`config.mk`:
```
export PLATFORM = sky130hd
export DESIGN_NAME = queue_xfer_ctrl
export DESIGN_NICKNAME = d
export VERILOG_FILES = /design/src/rtl/queue_xfer_pkg.sv /design/src/rtl/rr_arb2.sv /design/src/rtl/queue_xfer_ctrl.sv
export SDC_FILE = /design/constraint.sdc
export NUM_CORES = 1
export LEC_CHECK = 0
export CAP_MARGIN = 20
export CORE_MARGIN = 2
export CORE_UTILIZATION = 35
export CTS_CLUSTER_DIAMETER = 40
export DETAILED_ROUTE_END_ITERATION = 6
export PLACE_DENSITY = 0.6
export REMOVE_ABC_BUFFERS = 1
export SYNTH_ARGS = -nofsm -noshare
export SYNTH_HDL_FRONTEND = slang
export SYNTH_SLANG_ARGS = --single-unit
```
`constraint.sdc`:
```
create_clock -name i_clk -period 3.8 [get_ports i_clk]
set_input_delay 0.57 -clock i_clk [delete_from_list [all_inputs] [get_ports i_clk]]
set_output_delay 0.57 -clock i_clk [all_outputs]
set_load 0.005 [all_outputs]
```
`src/rtl/queue_xfer_pkg.sv`:
```
// Shared types and default sizing for the deserializer-to-queue sequencer.
package queue_xfer_pkg;

  localparam int DEPTH_DEF     = 8;    // queue capacity in bytes
  localparam int LEN_W_DEF     = 4;    // width of the occupancy input
  localparam int SETTLE_DEF    = 2;    // cycles between strobe and occupancy check
  localparam int STALL_MAX_DEF = 255;  // blocked cycles before stall is flagged

  typedef enum logic [2:0] {
    IDLE,
    ENQ,
    ENQ_SETTLE,
    ACK,
    WAIT_LOW,
    DEQ,
    DEQ_SETTLE,
    RDV
  } state_t;

  // Bit position of each requester in the arbiter request/grant vectors.
  typedef enum logic {
    REQ_WR = 1'b0,
    REQ_RD = 1'b1
  } requester_e;

endpackage

```
`src/rtl/rr_arb2.sv`:
```
// Two-input round-robin arbiter. A lone request is granted directly; on
// contention the requester that did not win the previous contention wins.
module rr_arb2
  import queue_xfer_pkg::*;
(
  input  logic       i_clk,
  input  logic       i_rst_n,
  input  logic [1:0] i_req,
  output logic [1:0] o_grant,
  input  logic       i_advance
);

  requester_e r_last;

  // Grant selection: priority rotates only when both sides are asking.
  always_comb begin
    // NOTE: default assigned first so every path drives o_grant and no latch is inferred.
    o_grant = 2'b00;
    case (i_req)
      2'b01:   o_grant = 2'b01;
      2'b10:   o_grant = 2'b10;
      2'b11:   o_grant = (r_last == REQ_RD) ? 2'b01 : 2'b10;
      default: o_grant = 2'b00;
    endcase
  end

  // Remember the winner of the last contention; starts as if a read won last.
  always_ff @(posedge i_clk or negedge i_rst_n) begin
    if (!i_rst_n) begin
      r_last <= REQ_RD;
    end else if (i_advance && (i_req == 2'b11)) begin
      // NOTE: non-blocking assignment for every sequential state update.
      r_last <= o_grant[REQ_RD] ? REQ_RD : REQ_WR;
    end
  end

endmodule

```
`src/rtl/queue_xfer_ctrl.sv`:
```
// Sequencer between the deserializer and the byte queue: converts the
// producer's level data_ready and the consumer's read pulses into
// one-cycle enqueue/dequeue strobes, verifies the queue occupancy after
// each strobe, and applies back-pressure when the queue is full.
module queue_xfer_ctrl
  import queue_xfer_pkg::*;
#(
  parameter int DEPTH     = DEPTH_DEF,
  parameter int LEN_W     = LEN_W_DEF,
  parameter int SETTLE    = SETTLE_DEF,
  parameter int STALL_MAX = STALL_MAX_DEF
) (
  input  logic             i_clk,
  input  logic             i_rst_n,
  input  logic             i_des_ready,
  output logic             o_des_ack,
  input  logic [LEN_W-1:0] i_q_len,
  output logic             o_q_enqueue,
  output logic             o_q_dequeue,
  input  logic             i_rd_req,
  output logic             o_rd_valid,
  output logic             o_rd_empty_err,
  output logic             o_full,
  output logic             o_stall_flag,
  output logic             o_len_err
);

  localparam logic [LEN_W-1:0] DEPTH_L     = LEN_W'(DEPTH);
  localparam logic [2:0]       SETTLE_LAST = 3'(SETTLE - 1);
  localparam logic [7:0]       STALL_LAST  = 8'(STALL_MAX - 1);
  localparam logic [7:0]       STALL_SAT   = 8'(STALL_MAX);

  state_t           r_state;
  state_t           w_state_nxt;
  logic             r_rd_pend;
  logic             r_armed;
  logic [LEN_W-1:0] r_exp;
  logic [2:0]       r_settle_cnt;
  logic [7:0]       r_stall_cnt;
  logic             r_full;
  logic             r_stall_flag;
  logic             r_len_err;

  logic             w_in_idle;
  logic             w_wr_ok;
  logic             w_rd_ok;
  logic             w_empty_err;
  logic             w_blocked;
  logic             w_settling;
  logic             w_settle_done;
  logic [1:0]       w_grant;

  assign w_in_idle     = (r_state == IDLE);
  assign w_wr_ok       = i_des_ready & r_armed & (i_q_len < DEPTH_L);
  assign w_rd_ok       = r_rd_pend & (i_q_len != '0);
  assign w_empty_err   = w_in_idle & r_rd_pend & (i_q_len == '0);
  assign w_blocked     = w_in_idle & i_des_ready & r_armed & (i_q_len == DEPTH_L);
  assign w_settling    = (r_state == ENQ_SETTLE) || (r_state == DEQ_SETTLE);
  assign w_settle_done = (r_settle_cnt == SETTLE_LAST);

  rr_arb2 u_arb (
    .i_clk     (i_clk),
    .i_rst_n   (i_rst_n),
    .i_req     ({w_rd_ok, w_wr_ok}),
    .o_grant   (w_grant),
    .i_advance (w_in_idle)
  );

  // FSM state register.
  always_ff @(posedge i_clk or negedge i_rst_n) begin
    if (!i_rst_n) r_state <= IDLE;
    else          r_state <= w_state_nxt;
  end

  // Next-state and Moore strobe decode.
  always_comb begin
    w_state_nxt    = r_state;
    o_q_enqueue    = 1'b0;
    o_q_dequeue    = 1'b0;
    o_des_ack      = 1'b0;
    o_rd_valid     = 1'b0;
    o_rd_empty_err = w_empty_err;
    // NOTE: strobes decode straight from the async-reset state, so they fall the moment reset asserts.
    case (r_state)
      IDLE: begin
        if (w_grant[REQ_WR])      w_state_nxt = ENQ;
        else if (w_grant[REQ_RD]) w_state_nxt = DEQ;
      end
      ENQ: begin
        o_q_enqueue = 1'b1;
        w_state_nxt = ENQ_SETTLE;
      end
      ENQ_SETTLE: if (w_settle_done) w_state_nxt = ACK;
      ACK: begin
        o_des_ack   = 1'b1;
        w_state_nxt = WAIT_LOW;
      end
      WAIT_LOW: w_state_nxt = IDLE;
      DEQ: begin
        o_q_dequeue = 1'b1;
        w_state_nxt = DEQ_SETTLE;
      end
      DEQ_SETTLE: if (w_settle_done) w_state_nxt = RDV;
      RDV: begin
        o_rd_valid  = 1'b1;
        w_state_nxt = IDLE;
      end
      default: w_state_nxt = IDLE;
    endcase
  end

  // Request bookkeeping: pending read, producer re-arm, expected occupancy.
  always_ff @(posedge i_clk or negedge i_rst_n) begin
    if (!i_rst_n) begin
      r_rd_pend <= 1'b0;
      r_armed   <= 1'b1;
      r_exp     <= '0;
    end else begin
      // A fresh pulse wins over the clear so a request landing on DEQ is not lost.
      if (i_rd_req)                              r_rd_pend <= 1'b1;
      else if ((r_state == DEQ) || w_empty_err)  r_rd_pend <= 1'b0;

      // Disarm on ack until the producer drops data_ready, so one held byte enqueues once.
      if (r_state == ACK)   r_armed <= 1'b0;
      else if (!i_des_ready) r_armed <= 1'b1;

      if (r_state == ENQ)      r_exp <= i_q_len + LEN_W'(1);
      else if (r_state == DEQ) r_exp <= i_q_len - LEN_W'(1);
    end
  end

  // Settle timer and sticky occupancy-mismatch flag.
  always_ff @(posedge i_clk or negedge i_rst_n) begin
    if (!i_rst_n) begin
      r_settle_cnt <= '0;
      r_len_err    <= 1'b0;
    end else begin
      if ((r_state == ENQ) || (r_state == DEQ)) r_settle_cnt <= '0;
      else if (w_settling && !w_settle_done)    r_settle_cnt <= r_settle_cnt + 3'd1;

      if (w_settling && w_settle_done && (i_q_len != r_exp)) r_len_err <= 1'b1;
    end
  end

  // Back-pressure accounting: saturating blocked-cycle count and full flag.
  always_ff @(posedge i_clk or negedge i_rst_n) begin
    if (!i_rst_n) begin
      r_stall_cnt  <= '0;
      r_stall_flag <= 1'b0;
      r_full       <= 1'b0;
    end else begin
      r_full <= (i_q_len == DEPTH_L);
      if (r_state == ENQ) begin
        r_stall_cnt <= '0;
      end else if (w_blocked && (r_stall_cnt != STALL_SAT)) begin
        r_stall_cnt <= r_stall_cnt + 8'd1;
        if (r_stall_cnt == STALL_LAST) r_stall_flag <= 1'b1;
      end
    end
  end

  assign o_full       = r_full;
  assign o_stall_flag = r_stall_flag;
  assign o_len_err    = r_len_err;

endmodule
```
## Word level (Yosys, flattened, before mapping)

Index checks and enable logic that the tools add are counted.

| word-level totals | value |
|---|---|
| register bits after elaboration | 24 |
| output and inout port bits | 8 |
| input port bits | 8 |
| logic and storage cells | 84 |

| operators by class | value |
|---|---|
| equality and inequality tests | 19 |
| bitwise gates (word level) | 9 |
| muxes and demuxes | 22 |
| $lt $le $gt $ge | 1 |
| reduce and logical (&&, ||, !) cells | 19 |
| add/sub/neg operators | 4 |

Operators by type and width:

| kind | number |
|---|---|
| $pmux 3 s7 | 1 |
| $mux 3 | 6 |
| $mux 8 | 2 |
| $eq 3x3->1 const B | 4 |
| $mux 1 | 9 |
| $add 8x1->8 const B | 1 |
| $and 1x1->1 | 8 |
| $eq 8x8->1 const B | 1 |
| $mux 4 | 2 |
| $ne 8x8->1 const B | 1 |
| $reduce_bool 2->1 | 4 |
| $eq 3x1->1 const B | 2 |
| $eq 3x2->1 const B | 2 |
| $pmux 2 s3 | 1 |
| $reduce_and 3->1 | 2 |
| $logic_and 1x1->1 | 5 |
| $add 4x1->4 const B | 1 |
| $eq 2x2->1 const B | 2 |
| $eq 4x4->1 const B | 1 |
| $logic_not 4->1 | 1 |
| $lt 4x4->1 const B | 1 |
| $ne 2x2->1 const B | 2 |
| $ne 4x4->1 | 1 |
| $reduce_bool 4->1 | 1 |
| 11 further kinds | 13 |

## Depth between registers and ports, before layout

Gate-level depths: netlist of the first run.

| logic depth | value |
|---|---|
| depth in word-level cells | 7 |
| depth in mapped cells | 8 |
| mapped depth without buffers | 7 |

## Modules after synthesis

From an unflattened synthesis of the first run, not the netlist that was laid out.

| second synthesis, totals | value |
|---|---|
| cells, all modules | 141 |
| area, all modules | 1362.6 µm² |

Modules (own cells, without submodules):

| module | sequential area each (µm²) | times used | area an instance (µm²) | cells an instance |
|---|---|---|---|---|
| queue_xfer_ctrl | 576.8 | 1 | 1303.8 | 135 |
| rr_arb2 | 26.3 | 1 | 58.8 | 6 |

## Worst setup path before layout of the first run

Ideal clock, no wire load.

| path | value |
|---|---|
| kind | register to register |
| start point | register r_state[1] |
| end point | register r_exp[3] |
| setup slack | 1.866 ns |
| path buffers | 1 |
| setup time | 0.134 ns |
| stages on the path, launching flop included | 9 |
| clock period less this slack | 1.934 ns |
| data arrival time | 1.800 ns |
| data required time | 3.666 ns |
| cell sequence | dfrtp_1 -> buf_1 -> inv_1 -> nand3_1 -> ha_1 -> a21o_2 -> a21oi_1 -> xnor2_1 -> o21ai_0 |

| between the ends | value |
|---|---|
| longest elaborated chain between the ends | 2 |
| elaborated cells on any way between the ends | 4 |
| classes of those cells | eq/ne (2); mux (1); reduce/logical (1) |

RTL lines:

| what | RTL line | text |
|---|---|---|
| from (decl) | queue_xfer_ctrl.sv:33 | `state_t r_state;` |
| from (signal assigned) | queue_xfer_ctrl.sv:72 | `else r_state <= w_state_nxt;` |
| $eq 3x1->1 or $eq 3x3->1 (tied branches) | queue_xfer_ctrl.sv:127, queue_xfer_ctrl.sv:128 |  |
| $mux 4 or $reduce_bool 2->1 (tied branches) | n/a |  |
| to (signal assigned) | queue_xfer_ctrl.sv:127 | `if (r_state == ENQ) r_exp <= i_q_len + LEN_W'(1);` |
| to (signal assigned) | queue_xfer_ctrl.sv:128 | `else if (r_state == DEQ) r_exp <= i_q_len - LEN_W'(1);` |
| to (decl) | queue_xfer_ctrl.sv:37 | `logic [LEN_W-1:0] r_exp;` |

Parallel ways exist; a longest one is shown, timed or not.
A chain may end at the register's enable or synchronous reset.

## Worst setup path after layout of the first run

| path | value |
|---|---|
| start point | input i_q_len[3] |
| end point | output o_rd_empty_err |

| between the ends | value |
|---|---|
| longest elaborated chain between the ends | 2 |

RTL lines:

| what | RTL line | text |
|---|---|---|
| from (decl) | queue_xfer_ctrl.sv:17 | `input logic [LEN_W-1:0] i_q_len,` |
| $logic_not 4->1 | queue_xfer_ctrl.sv:56 | `assign w_empty_err = w_in_idle & r_rd_pend & (i_q_len == '0);` |
| $and 1x1->1 | queue_xfer_ctrl.sv:56 |  |
| to (decl) | queue_xfer_ctrl.sv:22 | `output logic o_rd_empty_err,` |

No other way between the ends.

==> flow_summary.ini, run 1 <==
[status]
status = complete, no violations

[cells_and_area]
multi_input_area_um2 = 736
drive_gt1_share_pct = 9.43
seqCellArea_um2 = 603
postLayoutCoreUtil_pct = 42.5
final_cell_area_um2 = 1680
area_growth_syn_to_layout_pct = 19.1
stdcell_count = 209
nFillCells = 379
nets = 175
insertedDiodeCount = 0

[power]
p_leak_nw = 0.689
p_per_area_nw_per_um2 = 594
ir_drop_v = 0.000346

[hold_path]
holdPathStages = 2
hp-class = reg -> reg

[logic_synthesis]
synth.distinct_cells = 43
seq_area_frac_synth_pct = 42.9
synth_top_cell_area_share_pct = 39.1
synth_area_um2 = 1410
ys_ff_latch = 24
ys_warn_count = 0
synth.avg_cell_area_um2 = 9.63
syn-instance-count = 146
synth_top_area_cell = dfrtp_1
synth.top_cells.by_area = dfrtp_1 39%, a21oi_1 5.7%, ha_1 5.3%, dfstp_2 3.7%, xnor2_1 3.1%

[cts]
cts_tree = done
post_cts_buffers = 0
clockBufferDepth = 2
clk_pin_slew_ps = 90
insertion_delay_ps = 260
cts_made_buffers = 3
cts-resized-gates = 0
cts_num_sinks = 24
cts_htree_levels = 1
cts-root-buf = clkbuf_8
cts_hold_buf = 0

[placed_design]
io_buffers = 15
hpwl_um = 2140
place_area_um2 = 1590
place_congestion = 0.869
post-place-cells = 204

[critical_path]
cp-start-kind = primary input
slowest_stage = clkdlybuf4s50_1
cp_top_family = buffers and inverters
path_common_cell = clkdlybuf4s50_1
crit_path_end_kind = output pin
cp.required_ps = 3230
r2r_cells = 6
cp_max_fo = 8
crit_chain = clkdlybuf4s50_1, nor4_1, and3_2, clkdlybuf4s50_1
cp_slowest_stage_delay_ps = 560
worst-setup-path-type = in -> out
cp_num_buf_inv = 2
worst-path-stages = 4
crit_arrival_ps = 2260

[timing]
hold_viol = 0
finClkSkew_ps = 2.07
timing.final.crit_share_pct = 74.6
worst_pin_slew_ps = 563
max_freq_ghz = 0.353
tns_ps = 0
whs_ps = 463
drv_slew = 0
final.min_clock_period_ps = 2830
max_slew_margin_pct = 62.5
rsz0062_at_grt = no
setup_viol = 0

[detailed_routing]
drc = 0
drtIter0Drc = 24
vias = 1125
postRouteAntennaNets = 0
wirelength_um = 2880
first_pass_iters = 4
viasPerCell = 5.38
wl_per_cell_um = 13.8

[global_routing]
antenna_found_initial = 0
grt.total_usage_pct = 14.1
grt_pass1_wl_um = 4920
grt_pass1_vias = 1080
grt_start_max_net_pins = 25
grt_overflow = 0

[floorplanning]
die_h_um = 67.4
design.die.area_um2 = 4540
initial_core_util_pct = 35.7
die_x_um = 67.4
rows = 23
fp.coreArea_um2 = 3940
io_pins = 16

[flow_run]
max_cap_violations = 0
state kept, by name (all words and copies together) (netlist names):
register      flops
o_full            1
o_len_err         1
o_stall_flag      1
r_armed           1
r_exp             4
r_rd_pend         1
r_settle_cnt      3
r_stall_cnt       8
r_state           3
u_arb.r_last      1
routing by layer:
layer / GRT usage [%] / vias to the layer above / wire (um)
li1: - / 555 / -
met1: 17.6 / 548 / 1320
met2: 26.0 / 20 / 1460
met3: 2.17 / 2 / 85
met4: 2.30 / 0 / 8
met5: 0 / - / 0
cell families after synthesis:
logic type	share of synthesized area, %
xor+xnor	6.23
flops	42.9
compound gates	16.7
simple gates	20.4
buf+inv	4.80
mux	2.22
fa+ha+maj	6.76
synth_stat cells, drive strengths merged:
cell	n
and2	2
or4	4
nand2b	2
or2	1
mux2i	2
a311oi	1
xor2	5
and4	1
nand3	6
xnor2	5
a22oi	1
nor4	2
nand3b	1
o21ai	8
and3	4
clkbuf	2
nor3	5
nand2	10
nor2	3
inv	10
nor2b	1
buf	5
nand4	1
nand4b	1
ha	6
nor4b	1
o2bb2ai	2
fa	1
a21o	2
or3	2
o31ai	3
dfstp	2
mux2	1
o211ai	1
o41ai	4
a21oi	16
dfrtp	22
final timing paths:
check	start	endpoint	slack, ps
min in group asynchronous	i_rst_n	r_stall_cnt[6]$_DFFE_PN0P_	650
setup / recovery	i_q_len[3]	o_rd_empty_err	970
max in group asynchronous	i_rst_n	r_armed$_DFFE_PN1P_	2590
hold / removal	r_armed$_DFFE_PN1P_	r_armed$_DFFE_PN1P_	460
hold reg to reg	r_armed$_DFFE_PN1P_	r_armed$_DFFE_PN1P_	460
setup reg to reg	r_state[0]$_DFFE_PN0P_	r_exp[3]$_DFFE_PN0N_	1590
layout make-up:
| type | instances | area share [%] |
|---|---|---|
| timing repair buffer | 16 | 9.86 |
| clock inverter | 1 | 1.79 |
| tap | 50 | 3.73 |
| inverter | 10 | 2.24 |
| clock buffer | 3 | 2.46 |
| multi-input combinational | 105 | 43.9 |
| sequential | 24 | 36.0 |
cells in the final DEF, fill, tap and decap left out, types with 2 or more instances in the layout:
master and instances:
or3_1 2, dfrtp_1 22, ha_1 6, o41ai_1 4, mux2i_1 2, a21oi_1 16
dfstp_2 2, xor2_1 5, nand3_1 6, nand2b_1 2, inv_1 10, xnor2_1 5
or4_1 4, clkbuf_8 3, and3_1 3, nor4_1 2, nor3_1 3, nor2_1 3
o2bb2ai_1 2, nand2_1 10, clkdlybuf4s50_1 15, o31ai_1 3, o21ai_0 8
worst reg2reg max path: stages, from the launching register on:
cell and delay, ps:
dfrtp_1 710, nand3_1 390, ha_1 390, a21o_2 210, a21oi_1 190, xnor2_1 130
o21ai_0 80
through the flow:
stage               power [mW]  setup WS (ps)
CTS                       1.00            961
global placement         0.765           1030
finish                   0.995            967
detailed placement       0.778            966
global route              1.09            828
floorplan                0.665           1940
where the power goes:
group          total (mW)  leakage (nW)  switching [mW]  internal, mW
clock               0.224        0.0357          0.0838         0.141
sequential          0.441         0.296           0.107         0.334
combinational       0.330         0.358           0.166         0.163
Note: power is estimated with default switching activity, not from simulation.
==> run 2: changes to the inputs <==
PLACE_DENSITY = 0.62   (was 0.6)
clock period = 2.4 ns   (was 3.8 ns; I/O delays follow)
==> run 2 against run 1 <==
Compared with the run above:
- sequential cell count unchanged
- design area up 3.8%
- die area unchanged
- total power up 64%
- clock power up 60%
- utilization up 1.6 points
- critical path depth down 1
- sequential share of layout area down 1.3 points
- first-iteration DRC count up 130%
- count of clock-buffer cells in the layout unchanged
==> flow_summary.ini, run 2 (synthesized netlist as in run 1, its figures left out) <==
[status]
status = complete, no violations

[critical_path]
cp-start-kind = flop
crit_path_end_kind = output pin
cp.required_ps = 2040
crit_arrival_ps = 1900
cp_max_fo = 12
worst-setup-path-type = reg -> out

[cells_and_area]
final_common_cell = dfrtp_1
nets = 183
stdcell_count = 217
largest_reg_flops = 8
area_growth_syn_to_layout_pct = 23.7
drive_gt1_share_pct = 15.0
insertedDiodeCount = 0
reg.largest.list = r_stall_cnt (8), r_exp (4)
layout_common_cells = 22 x dfrtp_1, 16 x a21oi_1, 15 x clkdlybuf4s50_1
nFillCells = 358
largest-register = r_stall_cnt

[timing]
drv_slew = 0
hold_viol = 0
final.min_clock_period_ps = 2260
max_slew_margin_pct = 67.0
whs_ps = 445
tns_ps = 0
worst_pin_slew_ps = 491
finClkSkew_ps = 5.82
rsz0062_at_grt = no
setup_viol = 0
max_freq_ghz = 0.442
timing.final.crit_share_pct = 94.2

[detailed_routing]
viasPerCell = 5.24
vias = 1136
postRouteAntennaNets = 0
first_pass_iters = 4
wl_per_cell_um = 13.2
wirelength_um = 2860
drtIter0Drc = 55
drc = 0

[placed_design]
io_buffers = 15
place_congestion = 0.791
hpwl_um = 2140
post-place-cells = 213

[floorplanning]
initial_core_util_pct = 35.7
fp.coreArea_um2 = 3940
design.die.area_um2 = 4540
die_x_um = 67.4
die_h_um = 67.4
rows = 23
io_pins = 16

[cts]
clk_pin_slew_ps = 90
cts_num_sinks = 24
clockBufferDepth = 2
insertion_delay_ps = 270
cts_made_buffers = 3
cts_tree = done
cts_htree_levels = 1
cts-root-buf = clkbuf_8
post_cts_buffers = 0

[power]
p_leak_nw = 0.727
p_per_area_nw_per_um2 = 939
ir_drop_v = 0.000537

[global_routing]
grt_start_max_net_pins = 25
grt_pass1_vias = 1053
grt_pass1_wl_um = 4910
grt_overflow = 0
grt.total_usage_pct = 14.3
antenna_found_initial = 0

[hold_path]
hp-class = in -> async

[flow_run]
max_cap_violations = 0
[run 2: repair_timing]
action / in CTS / in global routing
hold buffers: 0 / 0
resized for setup: 0 / 2
endpoints found under the setup margin: 0 / 2
[run 2: critical path, stage by stage, from the launching register on]
cell             delay, ps
dfrtp_1                530
nor4_2                 380
and3_2                 230
clkdlybuf4s50_1        490
[run 2: report_power, final]
group          internal, mW  switching [mW]
clock network         0.223           0.136
logic                 0.294           0.289
registers             0.529           0.161
total                  1.05           0.586
[run 2: final cells by class]
type / instances / area [um^2] / share of cell area, %
Clock buffer: 3 / 41.3 / 2.37
Clock inverter: 1 / 30.0 / 1.73
Inverter: 10 / 37.5 / 2.16
Multi-Input combinational cell: 105 / 747 / 42.9
Sequential cell: 24 / 603 / 34.7
Tap cell: 50 / 62.6 / 3.60
Timing Repair Buffer: 24 / 218 / 12.5
[run 2: metrics by stage]
stage / setup WS [ps] / area (um^2) / total power [mW] / utilization (%)
floorplan: 538 / 1380 / 1.05 / -
global placement: 194 / 1660 / 1.25 / 42.0
detailed placement: 161 / 1660 / 1.28 / 42.0
CTS: 62.2 / 1730 / 1.65 / 43.8
global route: 6.51 / 1740 / 1.77 / 44.1
finish: 140 / 1740 / 1.63 / 44.1
[run 2: layer usage]
metal	vias to the layer above	wire, um	track usage [%]
li1	571	-	-
met2	24	1470	24.9
met4	0	25	3.06
met3	5	104	4.00
met5	-	0	0
met1	536	1260	17.7
[run 2: final timing paths]
check	start	to	slack [ps]	cells past startpoint
worst max-delay path	r_state[0]$_DFFE_PN0P_	o_rd_empty_err	140	3
worst min-delay path	i_rst_n	o_full$_DFF_PN0_	440	2
worst max register to register	r_state[1]$_DFFE_PN0P_	r_exp[3]$_DFFE_PN0N_	430	7
worst min register to register	r_armed$_DFFE_PN1P_	r_armed$_DFFE_PN1P_	460	2
max in group asynchronous	i_rst_n	r_armed$_DFFE_PN1P_	1660	2
min in group i_clk	r_armed$_DFFE_PN1P_	r_armed$_DFFE_PN1P_	460	2
